==> src/rtl/regfile_sequencer.sv <==
// Multi-cycle control sequencer for the two-register 8-bit datapath: fetches an
// instruction, then drives read selects, ALU op, write-back mux and write port.
module regfile_sequencer #(
  parameter int PC_WIDTH      = 8,
  parameter int FETCH_TIMEOUT = 15
) (
  input  logic                clk,
  input  logic                reset,
  input  logic                start,
  output logic                imem_req,
  output logic [PC_WIDTH-1:0] imem_addr,
  input  logic                imem_valid,
  input  logic [7:0]          imem_data,
  output logic                readReg_1,
  output logic                readReg_2,
  input  logic [7:0]          readData_1,
  input  logic [7:0]          readData_2,
  output logic                alu_op,
  output logic                wb_sel,
  output logic [7:0]          imm_out,
  output logic                regWrite,
  output logic                writeReg,
  output logic                busy,
  output logic                done,
  output logic                err,
  output logic [2:0]          dbgState
);

  // Fetch handshake: imem_req stays high for every FETCH cycle; the word on
  // imem_data is taken on the first rising edge where imem_valid is high.
  typedef enum logic [2:0] {
    IDLE      = 3'd0,
    FETCH     = 3'd1,
    DECODE    = 3'd2,
    EXECUTE   = 3'd3,
    WRITEBACK = 3'd4,
    HALT      = 3'd5
  } state_t;

  localparam int CW = (FETCH_TIMEOUT > 1) ? $clog2(FETCH_TIMEOUT) : 1;

  state_t              state, stateN;
  logic [PC_WIDTH-1:0] pc, pcN;
  logic [7:0]          ir, irN;
  logic [CW-1:0]       cnt, cntN;
  logic                errN;

  logic       reqN, sel1N, sel2N, aluN, wbSelN, regWriteN, writeRegN, busyN, doneN;
  logic [7:0] immN;
  logic       isBranchN, inOperandN;

  assign imem_addr = pc;
  assign dbgState  = state;

  always_comb begin
    stateN = state;
    pcN    = pc;
    irN    = ir;
    cntN   = cnt;
    errN   = err;
    unique case (state)
      IDLE, HALT: begin
        if (start) begin
          stateN = FETCH;
          pcN    = '0;
          cntN   = '0;
          errN   = 1'b0;
        end
      end
      FETCH: begin
        // A word arriving in the last allowed cycle still counts as a fetch.
        if (imem_valid) begin
          irN    = imem_data;
          cntN   = '0;
          stateN = DECODE;
        end else if (cnt == CW'(FETCH_TIMEOUT - 1)) begin
          cntN   = '0;
          errN   = 1'b1;
          stateN = HALT;
        end else begin
          cntN = cnt + CW'(1);
        end
      end
      DECODE: begin
        stateN = (ir[7:5] == 3'b111) ? HALT : EXECUTE;
      end
      EXECUTE: begin
        if (ir[7:5] == 3'b110) begin
          pcN    = (readData_1 == readData_2) ? pc + PC_WIDTH'(2) : pc + PC_WIDTH'(1);
          stateN = FETCH;
        end else begin
          stateN = WRITEBACK;
        end
      end
      WRITEBACK: begin
        pcN    = pc + PC_WIDTH'(1);
        stateN = FETCH;
      end
      default: stateN = IDLE;
    endcase
  end

  // Outputs are decoded from the next state so they appear registered with it.
  always_comb begin
    isBranchN  = (irN[7:6] == 2'b11);
    inOperandN = (stateN == DECODE) || (stateN == EXECUTE) || (stateN == WRITEBACK);
    reqN       = (stateN == FETCH);
    busyN      = (stateN == FETCH) || inOperandN;
    doneN      = (stateN == HALT);
    sel1N      = 1'b0;
    sel2N      = 1'b0;
    if (inOperandN) begin
      sel1N = isBranchN ? 1'b0 : irN[4];
      sel2N = isBranchN ? 1'b1 : irN[3];
    end
    aluN      = ((stateN == EXECUTE) || (stateN == WRITEBACK)) && !irN[7] && irN[6];
    regWriteN = (stateN == WRITEBACK);
    writeRegN = (stateN == WRITEBACK) && irN[5];
    wbSelN    = (stateN == WRITEBACK) && irN[7];
    immN      = {{3{irN[4]}}, irN[4:0]};
  end

  always_ff @(posedge clk) begin
    if (reset) begin
      state     <= IDLE;
      pc        <= '0;
      ir        <= '0;
      cnt       <= '0;
      err       <= 1'b0;
      imem_req  <= 1'b0;
      readReg_1 <= 1'b0;
      readReg_2 <= 1'b0;
      alu_op    <= 1'b0;
      wb_sel    <= 1'b0;
      imm_out   <= '0;
      regWrite  <= 1'b0;
      writeReg  <= 1'b0;
      busy      <= 1'b0;
      done      <= 1'b0;
    end else begin
      state     <= stateN;
      pc        <= pcN;
      ir        <= irN;
      cnt       <= cntN;
      err       <= errN;
      imem_req  <= reqN;
      readReg_1 <= sel1N;
      readReg_2 <= sel2N;
      alu_op    <= aluN;
      wb_sel    <= wbSelN;
      imm_out   <= immN;
      regWrite  <= regWriteN;
      writeReg  <= writeRegN;
      busy      <= busyN;
      done      <= doneN;
    end
  end

endmodule

==> config.mk <==
export PLATFORM = sky130hd
export DESIGN_NAME = regfile_sequencer
export DESIGN_NICKNAME = d
export VERILOG_FILES = /design/src/rtl/regfile_sequencer.sv
export SDC_FILE = /design/constraint.sdc
export NUM_CORES = 1
export LEC_CHECK = 0
export CELL_PAD_IN_SITES_DETAIL_PLACEMENT = 0
export CELL_PAD_IN_SITES_GLOBAL_PLACEMENT = 1
export CORE_UTILIZATION = 34
export DETAILED_ROUTE_END_ITERATION = 8
export GPL_TIMING_DRIVEN = 0
export PLACE_DENSITY_LB_ADDON = 0.1
export SKIP_CTS_REPAIR_TIMING = 1
export SYNTH_ARGS = -nofsm -noshare
export SYNTH_HDL_FRONTEND = slang
export SYNTH_SLANG_ARGS = --single-unit
==> constraint.sdc <==
create_clock -name clk -period 2.2 [get_ports clk]
set_input_delay 0.22 -clock clk [delete_from_list [all_inputs] [get_ports clk]]
set_output_delay 0.22 -clock clk [all_outputs]
set_load 0.03 [all_outputs]
# [Word level (Yosys, flattened, before mapping)]
# Cells that the tools add are included.
[classes] add_sub_neg=3 n_eq_ne=19 n_mux=21 n_bitwise=1 n_reduce_logical=18
[ops] op="8-bit two-way mux" count=5
[ops] op="8-bit one-hot mux with 3 select lines" count=1
[ops] op="3-bit == test (second input constant)" count=6
[ops] op="3-bit two-way mux" count=5
[ops] op="3-bit one-hot mux with 5 select lines" count=1
[ops] op="3-bit by 2-bit == test with 1-bit output (second input constant)" count=4
[ops] op="4-bit two-way mux" count=3
[ops] op="8-bit by 1-bit adder with 8-bit output (second input constant)" count=1
[ops] op="8-bit by 2-bit adder with 8-bit output (second input constant)" count=1
[ops] op="8-bit == test" count=1
[ops] op="2-bit != test (second input constant)" count=4
[ops] op="4-bit one-hot mux with 2 select lines" count=1
[ops] op="3-bit by 1-bit == test with 1-bit output (second input constant)" count=2
[ops] op="4-bit by 1-bit adder with 4-bit output (second input constant)" count=1
[ops] op="4-bit == test (second input constant)" count=1
[ops] op="1-bit logical AND" count=4
[ops] op="1-bit logical OR" count=4
[ops] op="1-bit two-way mux" count=4
[ops] op="4-bit AND reduction" count=1
[ops] op="2-bit OR reduction" count=2
[ops] op="3-bit zero test" count=1
[ops] op="3-bit AND reduction" count=1
[ops] op="3-bit nonzero test" count=1
[ops] op="3-bit OR reduction" count=1
[ops] op="other kinds (6)" count=6
[totals] regBits=38 in_bits=28 out_inout_bits=29 word_cells=77

# [Depth between registers and ports, before layout]
[depth] depth_word=9 depth_mapped=7 depth_no_buf=7

# [Worst setup path after synthesis]
# Ideal clock, no wire load.
[synth_path] kind="flip-flop to flip-flop" from="reg state[1] (netlist: dbgState[1])" to="reg alu_op" setup_time_ps=78 t_arrival_ps=1628 required_time_ps=2122 slack_ps=494 stages_incl_launch_ff=8 path_buffers=2 synth_period_minus_slack_ps=1706 cell_sequence="dfxtp_1 -> buf_4 -> nand2b_4 -> nor3b_2 -> buf_6 -> mux2i_1 -> o21ai_0 -> nor3_1"
[synth_via] elab_chain_cells=7 elab_cells_between_ends=18 cone_classes="eq/ne (7); mux (5); reduce/logical (6)"
[synth_lines] item="start, declared" line_no="42" text="state_t state, stateN;"
[synth_lines] item="start signal, assigned" line_no="141" text="state <= stateN;"
[synth_lines] item="3-bit == test, or another cell as far along" line_no="61" text="unique case (state)"
[synth_lines] item="2-bit OR reduction or 3-bit two-way mux (tied branches)" line_no="61, 72"
[synth_lines] item="3-bit one-hot mux with 5 select lines" line_no="61"
[synth_lines] item="3-bit by 2-bit == test with 1-bit output or 3-bit == test (tied branches)" line_no="116" text="aluN = ((stateN == EXECUTE) || (stateN == WRITEBACK)) && !irN[7] && irN[6];"
[synth_lines] item="1-bit logical OR" line_no="116"
[synth_lines] item="1-bit logical AND" line_no="116"
[synth_lines] item="1-bit logical AND *" line_no="116"
[synth_lines] item="end signal, assigned" line_no="149" text="alu_op <= aluN;"
[synth_lines] item="end, declared" line_no="18" text="output logic alu_op,"
# Mark *: on every way between the ends. The rest lies on a longest branch, timed or not.
# A chain may end at the register's enable or synchronous reset.

# [Worst setup path in the final report]
[layout_path] from="in readData_2[1]" to="reg pc[1] (netlist: imem_addr[1])"
[layout_via] elab_chain_cells=4
[layout_lines] item="start, declared" line_no="17" text="input logic [7:0] readData_2,"
[layout_lines] item="8-bit == test" line_no="89" text="pcN = (readData_1 == readData_2) ? pc + PC_WIDTH'(2) : pc + PC_WIDTH'(1);"
[layout_lines] item="8-bit two-way mux" line_no="89"
[layout_lines] item="8-bit two-way mux" line_no="88" text="if (ir[7:5] == 3'b110) begin"
[layout_lines] item="8-bit one-hot mux with 3 select lines" line_no="61"
[layout_lines] item="end signal, assigned" line_no="142" text="pc <= pcN;"
[layout_lines] item="end, declared" line_no="43" text="logic [PC_WIDTH-1:0] pc, pcN;"
# No other way between the ends. The select of a mux whose other input is x is not followed.

==> summary.md <==
| Metric | Value |
|---|---|
| Status | `finished, final reports clean` |
| Worst path top cell family by delay | `compound AO/OA/AOI/OAI gates` |
| Pwr Density | `570 nW/um^2` |
| Cell taking the most area after synthesis | `dfxtp_1` |
| Highest clock rate | `564 MHz` |
| Share of layout cells above drive strength 1 | `13.8%` |
| Critical Path Max Stage Delay | `0.41 ns` |
| CTS max path bufs | `2` |
| Clock skew | `0.00614 ns` |
| Min Tclk post-route | `1.77 ns` |
| Crit-path slowest cell | `clkdlybuf4s50_1` |
| Final instance area | `2550 sq um` |
| Synthesized-area fraction occupied by xor and xnor cells | `4.84%` |
| CTS tree | `done` |
| Count of pins over their slew limit | `0` |
| Synth top area share | `36.5%` |
| Initial Util | `35.4%` |
| H-tree depth | `2` |
| Area Growth Syn to Fin | `40.8%` |
| First-pass iteration count of the detailed router | `4` |
| Clk slew on worst S/H paths | `0.07 ns` |
| Synth Area in Compound Gates | `16.4%` |
| Part of the Yosys area used for sequential elements | `36.5%` |
| Largest net degree at the start of global routing | `11` |
| Most frequent cells after synthesis | `33 x dfxtp_1, 23 x nor2_1, 15 x a21oi_1` |
| Mux cell area share after synthesis | `4.98%` |
| Vias in the first global route | `1444` |
| Routed WL per cell | `12.7 microns` |
| WP data required | `2.35 ns` |
| Antenna Violating Nets Remaining | `0` |
| Worst hold margin | `0.434 ns` |
| CP max FO | `6` |
| Num CTS Buffers | `5` |
| CP arrival | `1.92 ns` |
| IO buf count | `55` |
| Post-Synth Simple-Gate Area | `26.3%` |
| Max VDD drop | `0.000348 V` |
| Core area | `5110 sq um` |
| Post-synth net total | `238` |
| Vias/cell | `4.77` |
| Worst-Margin Slew | `0.575 ns` |
| GR Layer Usage met3 | `4.02%` |
| First-pass GRT wire length | `6880 microns` |
| Total Routed Length | `4310 microns` |
| Mapped cell area | `1810 sq um` |
| GR peak layer | `met2` |
| Residual DRC | `0` |
| Critical Path End Type | `flop` |
| Die area | `5620 sq um` |
| Placement Rows | `26` |
| Total of max-cap violations | `0` |
| Critical path class | `in2reg` |
| Met1 GRT Util | `22.0%` |
| Setup Total Neg Slack | `0 ns` |
| Crit path buf inv count | `1` |
| Skew-Pair Late Insertion Delay | `0.28 ns` |
| Post-DP HPWL | `3330 microns` |
| Synth warnings | `0` |
| Total Power | `1.45 mW` |
| FF+latch count, synth | `33` |
| Initial drt markers | `62` |
| Largest family of logic cells by synthesized area | `simple AND/OR/NAND/NOR gates` |
| Final worst-path cycle share | `80.7%` |
| EDFF count, synth | `0` |
| Leak Pwr | `0.941 nW` |
| Nets | `300` |
| Distinct cells, synth | `50` |
| Synth Area in Adders | `3.32%` |
| Dpl cell area | `2450 sq um` |
| Overflow after GRT | `0` |
| Ranking of synthesized cells by area | `dfxtp_1 36%, mux2i_1 5.0%, nor2_1 4.8%` |
| Vias | `1618` |
| Syn_area_per_cell | `8.79 sq um` |
| Slew HR | `61.4%` |
| Ys async rst share | `0%` |
| Clock sinks | `33` |
| Gate Count Post-Synth | `206` |
| Total track usage | `16.5%` |
| Chip height | `75.0 microns` |
| Hold Crit Class | `in2reg` |
| Top Ports | `57` |
| Initial antenna violation count | `0` |
| Antenna cells | `0` |
| CP Cell Sequence | `clkdlybuf4s50_1 > xnor2_1 > nand4_2 > nor2_1 > o21ai_2 > a221oi_1 > a211oi_1` |
| Top_reg_cell synth | `dfxtp_1` |
| RSZ-0062 raised after global routing | `no` |
| Met2 usage | `26.0%` |
| Hold Vio Cnt, Final | `0` |
| CTS root buffer | `clkbuf_8` |
| Final setup viols | `0` |
| Reg2reg setup slack | `0.43 ns` |
| Final weighted congestion in routability-driven placement | `0.795` |
| Top-count cell post-synth | `dfxtp_1` |
| CP Launch Type | `primary input` |
| Die Span X | `75.0 microns` |
[cell usage in the layout, fill, tap and decap left out, types with 4 or more instances in the layout]
cell type        instances
clkdlybuf4s50_1         55
buf_4                    9
a21oi_1                 15
o21ai_1                  4
clkbuf_8                 7
dfxtp_1                 33
o21ai_0                  6
nand2_1                  9
ha_1                     4
nand3_1                  9
xnor2_1                  9
nor2_1                  23
inv_1                    6
nor3_1                   9
mux2i_1                  9
[kinds of logic (layout without fill, tap and decap cells)]
kind of cell / after synthesis / in the layout
xor gates and xnor gates: 10 / 10
buffers and inverters: 22 / 85
muxes: 9 / 9
adders and majority gates: 5 / 5
DFF: 33 / 33
and+or+nand+nor: 81 / 81
AOI/OAI and AO/OA: 46 / 46
[final timing paths]
| kind | start | end | cells after the start |
|---|---|---|---|
| worst min register to register | cnt[3] | cnt[3] | 2 |
| worst min-delay path | reset | imem_addr[7] | 2 |
| worst max register to register | dbgState[0] | readReg_1 | 6 |
| worst max-delay path | readData_2[1] | imem_addr[1] | 7 |
[metal layers]
metal  up-vias  part of all wire [%]
li1        846                     -
met1       729                    48
met2        36                    47
met3         7                   4.0
met4         0                   1.3
met5         -                     0
[stage by stage]
stage,setup slack [ns],util [%],std cells
finish,0.426,49.9,339
global route,0.252,49.9,339
CTS,0.344,49.9,339
detailed placement,0.116,47.9,331
global placement,0.120,47.9,331
floorplan,0.494,-,206
[report_power, final]
| part | switching [mW] | leakage (nW) | internal, mW | total [mW] |
|---|---|---|---|---|
| Sequential | 0.0165 | 0.268 | 0.621 | 0.637 |
| Clock | 0.218 | 0.0542 | 0.283 | 0.501 |
| Combinational | 0.161 | 0.619 | 0.155 | 0.316 |
[final cells by class]
type                    count  area [sq um]
flip-flops and latches     33           661
well taps                  70          87.6
multi-input cells         151          1010
plain buffers              15           113
repair buffers             55           551
clock buffers               7          96.3
fillers                   513          2560
clock inverters             1          5.00
inverters                   7          26.3
[state kept, by name (all words and copies together), names as in the netlist]
name	count
alu_op	1
busy	1
cnt	4
dbgState	3
done	1
err	1
imem_addr	8
imem_req	1
imm_out	4
ir	4
readReg_1	1
readReg_2	1
regWrite	1
wb_sel	1
writeReg	1
[worst register-to-register path: stages (launching register included)]
cell and delay [ns]:
dfxtp_1 0.36, buf_6 0.16, and3b_1 0.19, nand2_1 0.21, inv_1 0.09, o31ai_1 0.52
nor3b_1 0.11
Note: power is estimated with default switching activity, not from simulation.
==> RTL change: new RTL, same flow settings <==
Take the reset off `imm_out` and load it in a clocked block of its own.
--- a/src/rtl/regfile_sequencer.sv
+++ b/src/rtl/regfile_sequencer.sv
@@ -132,7 +132,6 @@
       readReg_2 <= 1'b0;
       alu_op    <= 1'b0;
       wb_sel    <= 1'b0;
-      imm_out   <= '0;
       regWrite  <= 1'b0;
       writeReg  <= 1'b0;
       busy      <= 1'b0;
@@ -148,7 +147,6 @@
       readReg_2 <= sel2N;
       alu_op    <= aluN;
       wb_sel    <= wbSelN;
-      imm_out   <= immN;
       regWrite  <= regWriteN;
       writeReg  <= writeRegN;
       busy      <= busyN;
@@ -156,5 +154,9 @@
     end
   end
 
+  always_ff @(posedge clk) begin
+    imm_out <= immN;
+  end
+
 endmodule
 
Function: differs if reset is asserted again (counterexample within 4 cycles, from zero or initial values and one cycle with reset high); with reset held inactive, the same outputs for 10 cycles.
==> RTL change against the original RTL <==
Global-route usage hardly changed; worst hold slack better by 0.037 ns; worst setup slack worse by 0.24 ns; non-clock buffer count is 1 lower; total power is 25% higher; clock power is 48% higher; sequential cell count is 5 higher; cell area is 9.3% higher; routed wire length is 15% higher; area after synthesis is 9.4% higher; critical endpoint is now imem_addr[2]; largest power group is now the clock network.
==> RTL change: results (changes against the original RTL) <==
| Metric | Value |
|---|---|
| Clk Latency, worst-skew pair | `a little under 0.3 ns` |
| Vias in the first global route | `1688 (was 1444)` |
| Outcome | `completed (unchanged)` |
| Area contributors post-synth | `dfxtp_1, nor2_1, xnor2_1 (was dfxtp_1, mux2i_1, nor2_1)` |
| First-pass GRT wire length | `7.92 mm (was 6.88 mm)` |
| Worst-path fanout max | `9 (was 6)` |
| HPWL Detailed | `3.68 mm (was 3.33 mm)` |
| Clock buffer depth | `2 (unchanged)` |
| Tightest Pin Transition | `0.625 ns (was 0.575 ns)` |
| DP Worst Slack | `-0.298 ns (was 0.116 ns)` |
| Hold Crit Endpoint | `imm_out[1] (was imem_addr[7])` |
| Sequential area share after synthesis | `0.384 (was 0.365)` |
| Reg2reg end | `imem_addr[2] (was readReg_1)` |
| Net Switching | `0.449 mW (was 0.396 mW)` |
| Routed wire length | `4.94 mm (was 4.31 mm)` |
| Post-synth cell types | `55 (was 50)` |
| Fraction of layout cells with a size suffix above 1 | `0.107 (was 0.138)` |
| Most common library cells after synthesis | `dfxtp_1, nor2_1, a21oi_1, o21ai_0, nand2_1 (was dfxtp_1, nor2_1, a21oi_1)` |
| R2R depth | `5 (was 6)` |
| LEAKAGE | `0.984 nW (was 0.941 nW)` |
| ANT cells | `0 (unchanged)` |
| Worst hold path class | `register to register (was input pin to register)` |
| Final Wtd Congestion | `0.866 (was 0.795)` |
| Port Buffers | `55 (unchanged)` |
| Largest net degree at the start of global routing | `13 (was 11)` |
| Root Buffer | `clkbuf_8 (unchanged)` |
| Worst Skew | `0.00661 ns (was 0.00614 ns)` |
| 1st-iter DRT viols | `85 (was 62)` |
| Gr usage total | `0.165 (about the same)` |
| Nets | `320 (was 300)` |
| # H-tree levels | `2 (unchanged)` |
| Origin of the critical flop-to-flop path | `dbgState[0] (unchanged)` |
| Peak VDD IR | `0.318 mV (was 0.348 mV)` |
| R2R Setup Slk | `0.19 ns (was 0.43 ns)` |
| Critical path arrival | `2.22 ns (was 1.92 ns)` |
| Worst-path clk slew | `about 0.080 ns` |
| Cts bufs inserted | `5 (unchanged)` |
| Hold path start | `ir[1] (was reset)` |
| Post-Syn Nets | `258 (was 238)` |
| Yosys warnings | `0 (unchanged)` |
| Initial antenna violation count | `0 (unchanged)` |
| Initial DRT Pass Iterations | `4 (unchanged)` |
| Post-synth ARST share | `0 (unchanged)` |
| Area post-placement | `2620 um2 (was 2450 um2)` |
| Primary FF master, synth | `dfxtp_1 (unchanged)` |
| Hold Path Depth | `1 (was 2)` |
| Via Count | `1890 (was 1618)` |
[RTL change: cell types whose count changed in the layout (fill, tap and decap cells not counted), sizes merged, moves of 3 or more]
cell / before / now
nor4b: 0 / 3
mux2i: 9 / 6
dfxtp: 33 / 38
a311o: 0 / 3
buf: 12 / 9
nor2: 26 / 29
o21a: 4 / 1
nor3: 11 / 4
mux2: 0 / 3
a21oi: 15 / 12
or4: 0 / 3
[RTL change: layout make-up]
cell class                      instances  area (um2)
Fill cell                             562        2790
Clock inverter                          2        60.1
Tap cell                               72        90.1
Buffer                                 14        80.1
Inverter                                7        26.3
Timing Repair Buffer                   55         551
Multi-Input combinational cell        167        1140
Clock buffer                            6        82.6
Sequential cell                        38         761
[RTL change: stage by stage]
| step | util | instances | hold slack, ns |
|---|---|---|---|
| floorplan | - | 226 | 0.371 |
| global placement | 0.470 | 353 | 0.453 |
| detailed placement | 0.470 | 353 | 0.457 |
| CTS | 0.496 | 361 | 0.477 |
| global route | 0.500 | 361 | 0.489 |
| finish | 0.500 | 361 | 0.471 |
[RTL change: logic make-up after synthesis]
| family | after synthesis | synth area share |
|---|---|---|
| compound gates | 48 | 0.161 |
| xor+xnor | 10 | 0.0442 |
| fa+ha+maj | 5 | 0.0303 |
| buf+inv | 21 | 0.0524 |
| flops | 38 | 0.384 |
| mux | 9 | 0.0474 |
| simple gates | 95 | 0.280 |
[RTL change: worst max-delay path: stages, from the launching register on]
cell,delay [ns]
dfxtp_1,0.45
nand3b_1,0.33
nor2_2,0.29
nor2_1,0.12
or4b_2,0.64
o31ai_1,0.08
[RTL change: power groups by stage]
stage               combinational, mW  sequential, mW  clock [mW]
global placement                0.330           0.750           0
global route                    0.361           0.738       0.786
floorplan                       0.158           0.788           0
detailed placement              0.332           0.750           0
CTS                             0.333           0.734       0.755
finish                          0.336           0.735       0.741
[RTL change: worst max path at each step]
stage	endpoint	startpoint	depth (start not counted)	slack (ns)
floorplan	imem_addr[2]	dbgState[2]	6	0.23
global placement	readReg_1	imem_valid	6	-0.29
global route	readReg_1	imem_valid	6	0.05
detailed placement	readReg_1	imem_valid	6	-0.30
CTS	readReg_1	imem_valid	6	0.009
finish	imem_addr[2]	dbgState[0]	5	0.19
[RTL change: metal layers]
layer  vias up  part of all wire  track usage
met5         -                 0            0
met4         0            0.0093       0.0481
met3         5             0.044       0.0465
met2        39              0.48        0.275
met1       897              0.46        0.207
li1        949                 -            -
